`src/rtl/cs_address_sequencer_if.sv`:
```
// Sequencer bus: branch-logic inputs toward the sequencer, registered microPC and status back.
interface cs_address_sequencer_if #(
    parameter int unsigned CS_ADDRESS_SEQUENCER_ADDR = 11,
    parameter int unsigned CS_ADDRESS_SEQUENCER_TIPO = 2,
    parameter int unsigned CS_ADDRESS_SEQUENCER_IR   = 32
);
    logic [CS_ADDRESS_SEQUENCER_TIPO-1:0] CS_ADDRESS_SEQUENCER_Tipo_InBus;
    logic [CS_ADDRESS_SEQUENCER_ADDR-1:0] CS_ADDRESS_SEQUENCER_JumpAddr_InBus;
    logic [CS_ADDRESS_SEQUENCER_IR-1:0]   CS_ADDRESS_SEQUENCER_IR_InBus;
    logic                                 CS_ADDRESS_SEQUENCER_Stall_In;
    logic [CS_ADDRESS_SEQUENCER_ADDR-1:0] CS_ADDRESS_SEQUENCER_CSAddress_OutBus;
    logic                                 CS_ADDRESS_SEQUENCER_Valid_Out;
    logic                                 CS_ADDRESS_SEQUENCER_Halt_Out;

    modport master (
        output CS_ADDRESS_SEQUENCER_Tipo_InBus,
        output CS_ADDRESS_SEQUENCER_JumpAddr_InBus,
        output CS_ADDRESS_SEQUENCER_IR_InBus,
        output CS_ADDRESS_SEQUENCER_Stall_In,
        input  CS_ADDRESS_SEQUENCER_CSAddress_OutBus,
        input  CS_ADDRESS_SEQUENCER_Valid_Out,
        input  CS_ADDRESS_SEQUENCER_Halt_Out
    );

    modport slave (
        input  CS_ADDRESS_SEQUENCER_Tipo_InBus,
        input  CS_ADDRESS_SEQUENCER_JumpAddr_InBus,
        input  CS_ADDRESS_SEQUENCER_IR_InBus,
        input  CS_ADDRESS_SEQUENCER_Stall_In,
        output CS_ADDRESS_SEQUENCER_CSAddress_OutBus,
        output CS_ADDRESS_SEQUENCER_Valid_Out,
        output CS_ADDRESS_SEQUENCER_Halt_Out
    );
endinterface

```
`src/rtl/cs_address_sequencer.sv`:
```
// Microprogram sequencer: registers the next control-store address from the branch type,
// with stall hold, a one-cycle post-reset init state and sticky self-loop halt.
module cs_address_sequencer #(
    parameter int unsigned CS_ADDRESS_SEQUENCER_ADDR = 11,
    parameter int unsigned CS_ADDRESS_SEQUENCER_TIPO = 2,
    parameter int unsigned CS_ADDRESS_SEQUENCER_IR   = 32
) (
    input  logic                 CS_ADDRESS_SEQUENCER_CLOCK_50,
    input  logic                 CS_ADDRESS_SEQUENCER_ResetInLow_In,
    cs_address_sequencer_if.slave bus
);
    localparam int unsigned AW = CS_ADDRESS_SEQUENCER_ADDR;
    localparam int unsigned TW = CS_ADDRESS_SEQUENCER_TIPO;
    localparam int unsigned IW = CS_ADDRESS_SEQUENCER_IR;

    localparam logic [TW-1:0] TIPO_JUMP   = TW'(1);
    localparam logic [TW-1:0] TIPO_DECODE = TW'(2);

    typedef enum logic [1:0] {
        ST_INIT   = 2'd0,
        ST_RUN    = 2'd1,
        ST_HALTED = 2'd2
    } state_t;

    state_t        state_q, state_d;
    logic [AW-1:0] addr_q, addr_d;
    logic          valid_q, valid_d;
    logic          halt_q, halt_d;

    logic [TW-1:0] tipo;
    logic [AW-1:0] jump_addr;
    logic [IW-1:0] ir;
    logic          stall;
    logic [AW-1:0] next_addr;
    logic [AW-1:0] decode_addr;
    logic          unused_ir;

    assign tipo      = bus.CS_ADDRESS_SEQUENCER_Tipo_InBus;
    assign jump_addr = bus.CS_ADDRESS_SEQUENCER_JumpAddr_InBus;
    assign ir        = bus.CS_ADDRESS_SEQUENCER_IR_InBus;
    assign stall     = bus.CS_ADDRESS_SEQUENCER_Stall_In;

    // Decode target: opcode and op3 fields packed into the upper half of the store.
    assign next_addr   = addr_q + AW'(1);
    assign decode_addr = AW'({1'b1, ir[31:30], ir[24:19], 2'b00});
    assign unused_ir   = ^{ir[29:25], ir[18:0]};

    // Next-state and next-output selection.
    always_comb begin
        state_d = state_q;
        addr_d  = addr_q;
        valid_d = valid_q;
        halt_d  = halt_q;
        unique case (state_q)
            ST_INIT: begin
                state_d = ST_RUN;
                addr_d  = '0;
                valid_d = 1'b1;
                halt_d  = 1'b0;
            end
            ST_RUN: begin
                valid_d = 1'b1;
                if (!stall) begin
                    if (tipo == TIPO_JUMP && jump_addr == addr_q) begin
                        state_d = ST_HALTED;
                        addr_d  = jump_addr;
                        halt_d  = 1'b1;
                    end else if (tipo == TIPO_JUMP) begin
                        addr_d = jump_addr;
                    end else if (tipo == TIPO_DECODE) begin
                        addr_d = decode_addr;
                    end else begin
                        addr_d = next_addr;
                    end
                end
            end
            ST_HALTED: begin
                valid_d = 1'b1;
                halt_d  = 1'b1;
            end
            default: begin
                state_d = ST_INIT;
                addr_d  = '0;
                valid_d = 1'b0;
                halt_d  = 1'b0;
            end
        endcase
    end

    always_ff @(posedge CS_ADDRESS_SEQUENCER_CLOCK_50 or negedge CS_ADDRESS_SEQUENCER_ResetInLow_In) begin
        if (!CS_ADDRESS_SEQUENCER_ResetInLow_In) begin
            state_q <= ST_INIT;
            addr_q  <= '0;
            valid_q <= 1'b0;
            halt_q  <= 1'b0;
        end else begin
            state_q <= state_d;
            addr_q  <= addr_d;
            valid_q <= valid_d;
            halt_q  <= halt_d;
        end
    end

    assign bus.CS_ADDRESS_SEQUENCER_CSAddress_OutBus = addr_q;
    assign bus.CS_ADDRESS_SEQUENCER_Valid_Out        = valid_q;
    assign bus.CS_ADDRESS_SEQUENCER_Halt_Out         = halt_q;
endmodule

```
`src/flat_wrapper.sv`:
```
// flat-port wrapper written by rule: the top's interface ports become plain ports
module cs_address_sequencer_flat 
#(
    parameter int unsigned CS_ADDRESS_SEQUENCER_ADDR = 11,
    parameter int unsigned CS_ADDRESS_SEQUENCER_TIPO = 2,
    parameter int unsigned CS_ADDRESS_SEQUENCER_IR   = 32
)
  (CS_ADDRESS_SEQUENCER_CLOCK_50, CS_ADDRESS_SEQUENCER_ResetInLow_In, bus_CS_ADDRESS_SEQUENCER_Tipo_InBus, bus_CS_ADDRESS_SEQUENCER_JumpAddr_InBus, bus_CS_ADDRESS_SEQUENCER_IR_InBus, bus_CS_ADDRESS_SEQUENCER_Stall_In, bus_CS_ADDRESS_SEQUENCER_CSAddress_OutBus, bus_CS_ADDRESS_SEQUENCER_Valid_Out, bus_CS_ADDRESS_SEQUENCER_Halt_Out);
  cs_address_sequencer_if #(.CS_ADDRESS_SEQUENCER_ADDR(CS_ADDRESS_SEQUENCER_ADDR), .CS_ADDRESS_SEQUENCER_TIPO(CS_ADDRESS_SEQUENCER_TIPO), .CS_ADDRESS_SEQUENCER_IR(CS_ADDRESS_SEQUENCER_IR)) bus_i ();
  input  logic CS_ADDRESS_SEQUENCER_CLOCK_50;
  input  logic CS_ADDRESS_SEQUENCER_ResetInLow_In;
  input wire logic [$bits(bus_i.CS_ADDRESS_SEQUENCER_Tipo_InBus)-1:0] bus_CS_ADDRESS_SEQUENCER_Tipo_InBus;
  input wire logic [$bits(bus_i.CS_ADDRESS_SEQUENCER_JumpAddr_InBus)-1:0] bus_CS_ADDRESS_SEQUENCER_JumpAddr_InBus;
  input wire logic [$bits(bus_i.CS_ADDRESS_SEQUENCER_IR_InBus)-1:0] bus_CS_ADDRESS_SEQUENCER_IR_InBus;
  input wire logic [$bits(bus_i.CS_ADDRESS_SEQUENCER_Stall_In)-1:0] bus_CS_ADDRESS_SEQUENCER_Stall_In;
  output wire logic [$bits(bus_i.CS_ADDRESS_SEQUENCER_CSAddress_OutBus)-1:0] bus_CS_ADDRESS_SEQUENCER_CSAddress_OutBus;
  output wire logic [$bits(bus_i.CS_ADDRESS_SEQUENCER_Valid_Out)-1:0] bus_CS_ADDRESS_SEQUENCER_Valid_Out;
  output wire logic [$bits(bus_i.CS_ADDRESS_SEQUENCER_Halt_Out)-1:0] bus_CS_ADDRESS_SEQUENCER_Halt_Out;
  assign bus_i.CS_ADDRESS_SEQUENCER_Tipo_InBus = bus_CS_ADDRESS_SEQUENCER_Tipo_InBus;
  assign bus_i.CS_ADDRESS_SEQUENCER_JumpAddr_InBus = bus_CS_ADDRESS_SEQUENCER_JumpAddr_InBus;
  assign bus_i.CS_ADDRESS_SEQUENCER_IR_InBus = bus_CS_ADDRESS_SEQUENCER_IR_InBus;
  assign bus_i.CS_ADDRESS_SEQUENCER_Stall_In = bus_CS_ADDRESS_SEQUENCER_Stall_In;
  assign bus_CS_ADDRESS_SEQUENCER_CSAddress_OutBus = bus_i.CS_ADDRESS_SEQUENCER_CSAddress_OutBus;
  assign bus_CS_ADDRESS_SEQUENCER_Valid_Out = bus_i.CS_ADDRESS_SEQUENCER_Valid_Out;
  assign bus_CS_ADDRESS_SEQUENCER_Halt_Out = bus_i.CS_ADDRESS_SEQUENCER_Halt_Out;
  cs_address_sequencer #(.CS_ADDRESS_SEQUENCER_ADDR(CS_ADDRESS_SEQUENCER_ADDR), .CS_ADDRESS_SEQUENCER_TIPO(CS_ADDRESS_SEQUENCER_TIPO), .CS_ADDRESS_SEQUENCER_IR(CS_ADDRESS_SEQUENCER_IR)) u_core (.CS_ADDRESS_SEQUENCER_CLOCK_50(CS_ADDRESS_SEQUENCER_CLOCK_50), .CS_ADDRESS_SEQUENCER_ResetInLow_In(CS_ADDRESS_SEQUENCER_ResetInLow_In), .bus(bus_i));
endmodule
```
`config.mk`:
```
export PLATFORM = sky130hd
export DESIGN_NAME = cs_address_sequencer_flat
export DESIGN_NICKNAME = d
export VERILOG_FILES = /design/src/rtl/cs_address_sequencer_if.sv /design/src/rtl/cs_address_sequencer.sv /design/src/flat_wrapper.sv
export SDC_FILE = /design/constraint.sdc
export NUM_CORES = 1
export LEC_CHECK = 0
export ABC_AREA = 1
export ABC_CLOCK_PERIOD_IN_PS = 1500
export BUFFER_PORTS_ARGS = -buffer_cell sky130_fd_sc_hd__buf_4
export CORE_MARGIN = 2
export CORE_UTILIZATION = 35
export DETAILED_ROUTE_END_ITERATION = 10
export GPL_TIMING_DRIVEN = 0
export PLACE_DENSITY = 0.73
export SLEW_MARGIN = 20
export SYNTH_ARGS = -nofsm -noshare
export SYNTH_HDL_FRONTEND = slang
export SYNTH_SLANG_ARGS = --single-unit
```
`constraint.sdc`:
```
create_clock -name CS_ADDRESS_SEQUENCER_CLOCK_50 -period 1.5 [get_ports CS_ADDRESS_SEQUENCER_CLOCK_50]
set_clock_uncertainty 0.2 [all_clocks]
set_input_delay 0.15 -clock CS_ADDRESS_SEQUENCER_CLOCK_50 [delete_from_list [all_inputs] [get_ports CS_ADDRESS_SEQUENCER_CLOCK_50]]
set_output_delay 0.15 -clock CS_ADDRESS_SEQUENCER_CLOCK_50 [all_outputs]
set_load 0.05 [all_outputs]
```
* After elaboration in Yosys (flattened, before gate mapping) *
Index checks and enable logic that the tools add are counted.

storage, ports and cells
  register bits = 15
  bits of input ports = 48
  output and inout bits = 13
  word-level logic and storage cells = 31

operators by class
  add/subtract/negate cells = 1
  equal/unequal tests = 7
  mux-type cells = 12
  bitwise gates (word level) = 1
  reduce and logical (&&, ||, !) cells = 6

operator list
  cell                                                                    count
  11-bit two-way mux                                                      4
  11-bit one-hot mux with 2 select lines                                  1
  11-bit by 1-bit adder with 11-bit output (second input constant)        1
  11-bit equality test                                                    1
  2-bit one-hot mux with 3 select lines                                   1
  2-bit by 1-bit equality test with 1-bit output (second input constant)  2
  2-bit equality test (second input constant)                             2
  2-bit two-way mux                                                       2
  2-bit AND reduction                                                     2
  1-bit two-way mux                                                       3
  3-bit AND reduction                                                     1
  3-bit OR reduction                                                      1
  2-bit zero test                                                         1
  2-bit by 1-bit != test with 1-bit output (second input constant)        1
  2-bit != test (second input constant)                                   1
  1-bit one-hot mux with 2 select lines                                   1
  1-bit logical AND                                                       1
  1-bit inverter                                                          1

* Depth between registers and ports, before layout *
Gate-level depths: netlist (run 1).

  depth in word-level cells = 6
  gate-level depth with buffers = 11
  gate-level depth less buffers = 11

* Least setup slack after synthesis (run 1) *
No wires, ideal clock.

  path kind = reg-to-reg
  from = register u_core.addr_q[0] (netlist: u_core.bus.CS_ADDRESS_SEQUENCER_CSAddress_OutBus[0])
  to = register u_core.addr_q[6] (netlist: u_core.bus.CS_ADDRESS_SEQUENCER_CSAddress_OutBus[6])
  setup time = 0.131 ns
  arrival = 1.616 ns
  data required time = 1.169 ns
  slack = -0.447 ns
  cell stages (with the launch flop) = 9
  buffers on the path = 0
  clock period less this slack = 1.947 ns
  cells stage by stage = dfrtp_1 > ha_1 > nand2_1 > nor2_2 > nand2_1 > xor2_1 > nor2_1 > o21ai_0 > o21ai_0

on the way
  longest elaborated chain between the ends = 6
  elaborated cells on any way between the ends = 8
  classes of those cells = add/sub: 1; eq/ne: 1; mux: 5; reduce/logical: 1

RTL lines
  what                                      line                        RTL
  start: declaration                        cs_address_sequencer.sv:26  logic [AW-1:0] addr_q, addr_d;
  start signal: assignment                  cs_address_sequencer.sv:98  addr_q <= addr_d;
  11-bit by 1-bit adder with 11-bit output  cs_address_sequencer.sv:44  assign next_addr = addr_q + AW'(1);
  11-bit two-way mux                        cs_address_sequencer.sv:70  end else if (tipo == TIPO_DECODE) begin
  11-bit two-way mux                        cs_address_sequencer.sv:68  end else if (tipo == TIPO_JUMP) begin
  11-bit two-way mux *                      cs_address_sequencer.sv:64  if (tipo == TIPO_JUMP && jump_addr == addr_q) begin
  11-bit two-way mux *                      cs_address_sequencer.sv:63  if (!stall) begin
  11-bit one-hot mux with 2 select lines *  cs_address_sequencer.sv:54  unique case (state_q)

Every way passes the cells marked *; elsewhere a longest branch is shown, timed or not. The select of a mux whose other input is x is not followed.
A chain may end at the register's enable or synchronous reset.

* Final worst setup path (run 1) *
  from = register u_core.addr_q[5] (netlist: u_core.bus.CS_ADDRESS_SEQUENCER_CSAddress_OutBus[5])
  to = register u_core.halt_q (netlist: u_core.bus.CS_ADDRESS_SEQUENCER_Halt_Out)

on the way
  longest elaborated chain between the ends = 4

RTL lines
  what                                                       line                         RTL
  11-bit equality test                                       cs_address_sequencer.sv:64
  1-bit logical AND                                          cs_address_sequencer.sv:64
  2-bit by 1-bit != test with 1-bit output (no source line)  n/a
  2-bit AND reduction (no source line)                       n/a
  end signal: assignment                                     cs_address_sequencer.sv:100  halt_q <= halt_d;
  end: declaration                                           cs_address_sequencer.sv:28   logic halt_q, halt_d;

Every way passes these cells.

==> impl_metrics.tcl, run 1 <==
set metrics [dict create \
    path_cells "inv_2, nor2_1, nor2_1, nand3_1, nor2_2, nand3_2, buf_4, nand3_2, nand2_2" \
    fin_hold_ws_ns 0.0104 \
    gp_congestion 0.910 \
    grt_pass1_vias 1278 \
    synthCells 192 \
    cp.required_ns 1.48 \
    setup_slack_ns -0.0901 \
    tightestPinTransition_ns 0.225 \
    wl_mm 3.60 \
    ctsHtreeMaxLevel 1 \
    cts_tree "built" \
    violations "setup timing" \
    yosys_warnings 0 \
    io_pins 61 \
    ir_worst_vdd_mv 1.29 \
    coreArea_um2 3310 \
    status "complete, but fails checks" \
    rsz0062_at_grt "true" \
    p_leak_nw 0.945 \
    syn_area_um2 1200 \
    multi_input_area_um2 827 \
    fmax_ghz 0.629 \
    via_per_inst 4.73 \
    root_buffer "clkbuf_4" \
    die_h_um 62.6 \
    clk_latency_ns 0.28 \
    synthSimpleGateAreaFrac_pct 35.7 \
    syn-num-nets 245 \
    initialDrtViolationCount 52 \
    synth-seq-cells 15 \
    layout-drive-gt1-share_pct 44.0 \
    final_net_count 306 \
    synth_top_area_share_pct 31.3 \
    drtAntennaViolNets 0 \
    async_flop_share_pct 100 \
    slew_headroom_pct 84.8 \
    cp_data_arrival_time_ns 1.57 \
    initial_utilization_pct 36.2 \
    yosysTopAreaCell "dfrtp_1" \
    setup-violations-final 12 \
    synthMuxAreaShare_pct 0 \
    drc_errors 0 \
    area_growth_pct 58.3 \
    wl_per_cell_um 12.1 \
    synth_xor_area_share_pct 1.46 \
    period_minus_slack_ns 1.59 \
    min_period_over_period_pct 106 \
    synthDistinctLibCells 20 \
    track_usage_pct 17.7 \
    synth-edff-count 0 \
    avgSynthCellArea_um2 6.25 \
    firstDrtPassIters 4 \
    dp_worst_setup_slack_ns -0.203 \
    via_count 1409 \
    path_buf_inv 2 \
    cpPeakStageDelay_ns 0.46 \
    synthAdderAreaFrac_pct 5.21 \
    antenna_cells 0 \
    gr-total-overflow 0 \
    final.fill_count 333 \
    maxCapViolCount 0 \
    yosysSeqAreaShare_pct 31.3 \
    antenna_found_initial 0 \
    hold_viol 0 \
    clkTransAtPathRegs_ns 0.09 \
    synth_top_family_by_area "simple AND/OR/NAND/NOR gates" \
    crit_family "simple AND/OR/NAND/NOR gates" \
    cp_slowest_cell "dfrtp_2" \
    synthTopCellsByArea "dfrtp_1 31%, nand2_1 20%, inv_1 10%" \
    rows 21 \
    portBuffers 36 \
    cts_buffers 3 \
    path_class "flip-flop to flip-flop" \
    cts_sinks 15 \
    die_w_um 62.6 \
    regArea_um2 390 \
    synth.most_common_cell "nand2_1" \
    power_density_nw_per_um2 1630 \
    min_path_type "primary input to flip-flop" \
    synth_compound_area_share_pct 14.7 \
    netlist_top_cells_count "65 x nand2_1, 33 x inv_1, 20 x o21ai_0" \
    worstPathMaxFanout 5 \
    worstSetupEndpointType "flip-flop" \
    cts.path.max_buffers 2 \
    design.die.area_um2 3910 \
    start_kind "flip-flop" \
    ys.flop_type "dfrtp_1" \
    slew_violations 0 \
    grt_pass1_wl_mm 5.58 \
    dp_hpwl_mm 2.55 \
    grt_max_degree 16 \
]
-- stage by stage --
step / TNS, ns / total power [mW] / util, % / instance area [µm²] / instances
floorplan: -0.722 / 1.90 / - / 1250 / 192
global placement: -1.21 / 2.36 / 47.8 / 1580 / 274
detailed placement: -1.48 / 2.39 / 47.8 / 1580 / 274
CTS: -0.537 / 2.88 / 53.0 / 1760 / 290
global route: -1.81 / 3.34 / 57.4 / 1900 / 298
finish: -0.584 / 3.10 / 57.4 / 1900 / 298
-- cell usage in the layout (no fill, tap or decap), drive strengths merged --
cell type / synthesis / layout
a21oi: 3 / 3
a31oi: 2 / 2
buf: 1 / 52
clkbuf: 1 / 5
dfrtp: 15 / 15
dlygate4sd3: 0 / 5
ha: 5 / 5
inv: 35 / 35
nand2: 68 / 68
nand3: 12 / 12
nand4: 3 / 3
nor2: 17 / 17
o211ai: 1 / 1
o21ai: 22 / 22
o22ai: 5 / 5
xor2: 2 / 2
-- sequential cells by signal (all words and copies together), names as in the netlist --
register                                          cells
u_core.state_q                                        2
u_core.bus.CS_ADDRESS_SEQUENCER_Halt_Out              1
u_core.bus.CS_ADDRESS_SEQUENCER_CSAddress_OutBus     11
u_core.bus.CS_ADDRESS_SEQUENCER_Valid_Out             1
-- kinds of logic after synthesis --
kind of cell	after synthesis
flip-flops	15
AO/OA/AOI/OAI	33
XOR/XNOR	2
AND/OR/NAND/NOR	100
adder cells (fa/ha/maj)	5
buffers and inverters	37
-- metal layers --
metal	share of wire, %	wire length [µm]	track usage [%]
met5	0	0	0
met2	48	1730	28.8
met3	3.9	141	2.52
met4	1.1	38	5.56
met1	47	1690	24.2
-- report_power, final --
group | total (mW) | switching [mW] | internal [mW]
clock network | 0.233 | 0.129 | 0.103
registers | 0.812 | 0.228 | 0.584
logic | 2.06 | 1.26 | 0.801
-- what timing repair did --
item,CTS,global route
setup buffers,8,7
hold endpoints to repair,18,1
hold buffers,4,1
gates resized for setup,17,30
pin swaps,9,22
setup endpoints to repair,14,14
-- layout make-up --
class,instances,area share [%]
Timing Repair Buffer,56,23.2
Multi-Input combinational cell,140,43.5
Tap cell,46,3.03
Clock buffer,4,1.38
Buffer,2,0.988
Sequential cell,15,20.6
Inverter,35,7.31
-- worst reg2reg max path: stages (launching register included) --
cell and delay, ns:
dfrtp_2 0.46, inv_2 0.09, nor2_1 0.04, nor2_1 0.08, nand3_1 0.09, nor2_2 0.14
nand3_2 0.13, buf_4 0.16, nand3_2 0.05, nand2_2 0.05
-- path summary, 6_finish.rpt --
kind	from	endpoint	slack (ns)	depth (start not counted)
worst min-delay path	bus_CS_ADDRESS_SEQUENCER_IR_InBus[23]	flip-flop	0.01	5
max in group asynchronous	CS_ADDRESS_SEQUENCER_ResetInLow_In	asynchronous set/reset pin	0.84	2
min in group asynchronous	CS_ADDRESS_SEQUENCER_ResetInLow_In	asynchronous set/reset pin	0.05	2
worst min register to register	u_core.bus.CS_ADDRESS_SEQUENCER_Halt_Out	u_core.bus.CS_ADDRESS_SEQUENCER_Halt_Out	0.36	2
worst max-delay path	flip-flop	u_core.bus.CS_ADDRESS_SEQUENCER_Halt_Out	-0.09	9
worst max register to register	flip-flop	u_core.bus.CS_ADDRESS_SEQUENCER_Halt_Out	-0.09	9
(Power assumes the default switching activity.)
==> inputs of run 2 (changes only) <==
--- a/config.mk
+++ b/config.mk
@@ -10,9 +10,11 @@
 export BUFFER_PORTS_ARGS = -buffer_cell sky130_fd_sc_hd__buf_4
 export CORE_MARGIN = 2
 export CORE_UTILIZATION = 35
+export CTS_CLUSTER_SIZE = 16
 export DETAILED_ROUTE_END_ITERATION = 10
 export GPL_TIMING_DRIVEN = 0
 export PLACE_DENSITY = 0.73
+export SKIP_CTS_REPAIR_TIMING = 1
 export SLEW_MARGIN = 20
 export SYNTH_ARGS = -nofsm -noshare
 export SYNTH_HDL_FRONTEND = slang
==> run 2 against run 1 <==
The flow finishes with violations (hold timing, setup timing). Die area did not move. Global-route usage shrank 0.69 points. Largest cell class unchanged. Sequential power decreased by 1%. Critical path depth is 2 lower.
==> impl_metrics.tcl, run 2 (synthesized netlist as in run 1, its figures left out) <==
set metrics [dict create \
    path_class "flip-flop to flip-flop" \
    start_kind "flip-flop" \
    status "complete, but fails checks" \
    grt_pass1_vias 1211 \
    tns_ns -0.618 \
    io_pins 61 \
    period_minus_slack_ns 1.60 \
    initialDrtViolationCount 64 \
    cts_sinks 15 \
    drc_errors 0 \
    setup-violations-final 13 \
    fin_hold_ws_ns -0.00592 \
    clk_latency_ns 0.28 \
    min_path_type "primary input to flip-flop" \
    min_period_over_period_pct 107 \
    power_mw 2.84 \
    p_leak_nw 0.881 \
    grt_pass1_wl_mm 5.36 \
    slew_headroom_pct 84.9 \
    rsz0062_at_grt "true" \
    antenna_found_initial 0 \
    via_count 1343 \
    cp_data_arrival_time_ns 1.60 \
    die_w_um 62.6 \
    root_buffer "clkbuf_4" \
    cts_buffers 3 \
    cpPeakStageDelay_ns 0.41 \
    cts.path.max_buffers 2 \
    firstDrtPassIters 4 \
    wl_mm 3.37 \
    ctsHtreeMaxLevel 1 \
    setup_slack_ns -0.0981 \
    drtAntennaViolNets 0 \
    cts_tree "built" \
    cp.required_ns 1.50 \
    worstPathMaxFanout 7 \
    layout-drive-gt1-share_pct 37.3 \
    die_h_um 62.6 \
    cp_slowest_cell "dfrtp_1" \
    track_usage_pct 17.0 \
    ir_worst_vdd_mv 1.52 \
    final_common_cell "nand2_1" \
    grt_max_degree 16 \
    regArea_um2 390 \
    portBuffers 36 \
    antenna_cells 0 \
    fmax_ghz 0.626 \
    maxCapViolCount 0 \
    via_per_inst 4.68 \
    final.fill_count 348 \
    tightestPinTransition_ns 0.224 \
    rows 21 \
    slew_violations 0 \
    violations "hold timing, setup timing" \
    design.die.area_um2 3910 \
    coreArea_um2 3310 \
    initial_utilization_pct 36.2 \
    power_density_nw_per_um2 1620 \
    gr-total-overflow 0 \
    worstSetupEndpointType "flip-flop" \
    final_net_count 295 \
    final_cell_mix "59 x nand2_1, 43 x buf_4, 28 x inv_1" \
    clkTransAtPathRegs_ns 0.09 \
    wl_per_cell_um 11.7 \
    multi_input_area_um2 782 \
    dp_hpwl_mm 2.55 \
    path_cells "inv_1, ha_4, a21oi_4, nand2_4, inv_6, o21ai_0, o22ai_1" \
    largest_reg_flops 11 \
    area_growth_pct 46.0 \
    gp_congestion 0.910 \
    dp_worst_setup_slack_ns -0.203 \
    hold_viol 1 \
]
==> run 2: area by class of cell <==
cell class / count / share of cell area [%]
flip-flops and latches: 15 / 22.3
repair buffers: 45 / 19.8
multi-input cells: 140 / 44.6
inverters: 35 / 7.79
well taps: 46 / 3.29
clock buffers: 4 / 1.50
plain buffers: 2 / 0.714
==> run 2: stage by stage <==
step | std cells | area, µm² | util (%)
2_1_floorplan | 192 | 1250 | -
3_3_place_gp | 274 | 1580 | 47.8
3_5_place_dp | 274 | 1580 | 47.8
4_1_cts | 278 | 1610 | 48.6
5_1_grt | 287 | 1750 | 52.9
6_report | 287 | 1750 | 52.9
==> run 2: where the power goes <==
| group | switching (mW) | internal, mW |
|---|---|---|
| sequential | 0.219 | 0.584 |
| combinational | 1.16 | 0.642 |
| clock | 0.132 | 0.103 |
| total | 1.51 | 1.33 |
==> run 2: metal layers <==
layer | GRT usage, % | wire length [µm] | share of wire, % | up-vias
li1 | - | - | - | 707
met3 | 2.70 | 157 | 4.7 | 4
met2 | 27.3 | 1610 | 48 | 39
met1 | 23.5 | 1580 | 47 | 593
met4 | 5.00 | 27 | 0.80 | 0
met5 | 0 | 0 | 0 | -
==> run 2: worst paths after layout <==
path,depth (start not counted),start,slack [ns],end
max,7,u_core.state_q[1],-0.1,flip-flop
min,5,bus_CS_ADDRESS_SEQUENCER_IR_InBus[24],-0.006,flip-flop
max reg2reg,7,u_core.state_q[1],-0.1,flip-flop
min reg2reg,2,u_core.bus.CS_ADDRESS_SEQUENCER_Halt_Out,0.36,u_core.bus.CS_ADDRESS_SEQUENCER_Halt_Out
max in group asynchronous,2,CS_ADDRESS_SEQUENCER_ResetInLow_In,0.84,asynchronous set/reset pin
min in group asynchronous,2,CS_ADDRESS_SEQUENCER_ResetInLow_In,0.06,u_core.bus.CS_ADDRESS_SEQUENCER_Halt_Out
==> run 2: critical path, delay by kind of cell, from the launching register on <==
kind                     cells  cell delay (ns)
AND/OR/NAND/NOR              1             0.11
buffers and inverters        2             0.20
adder cells (fa/ha/maj)      1             0.21
flip-flops                   1             0.41
AO/OA/AOI/OAI                3             0.38
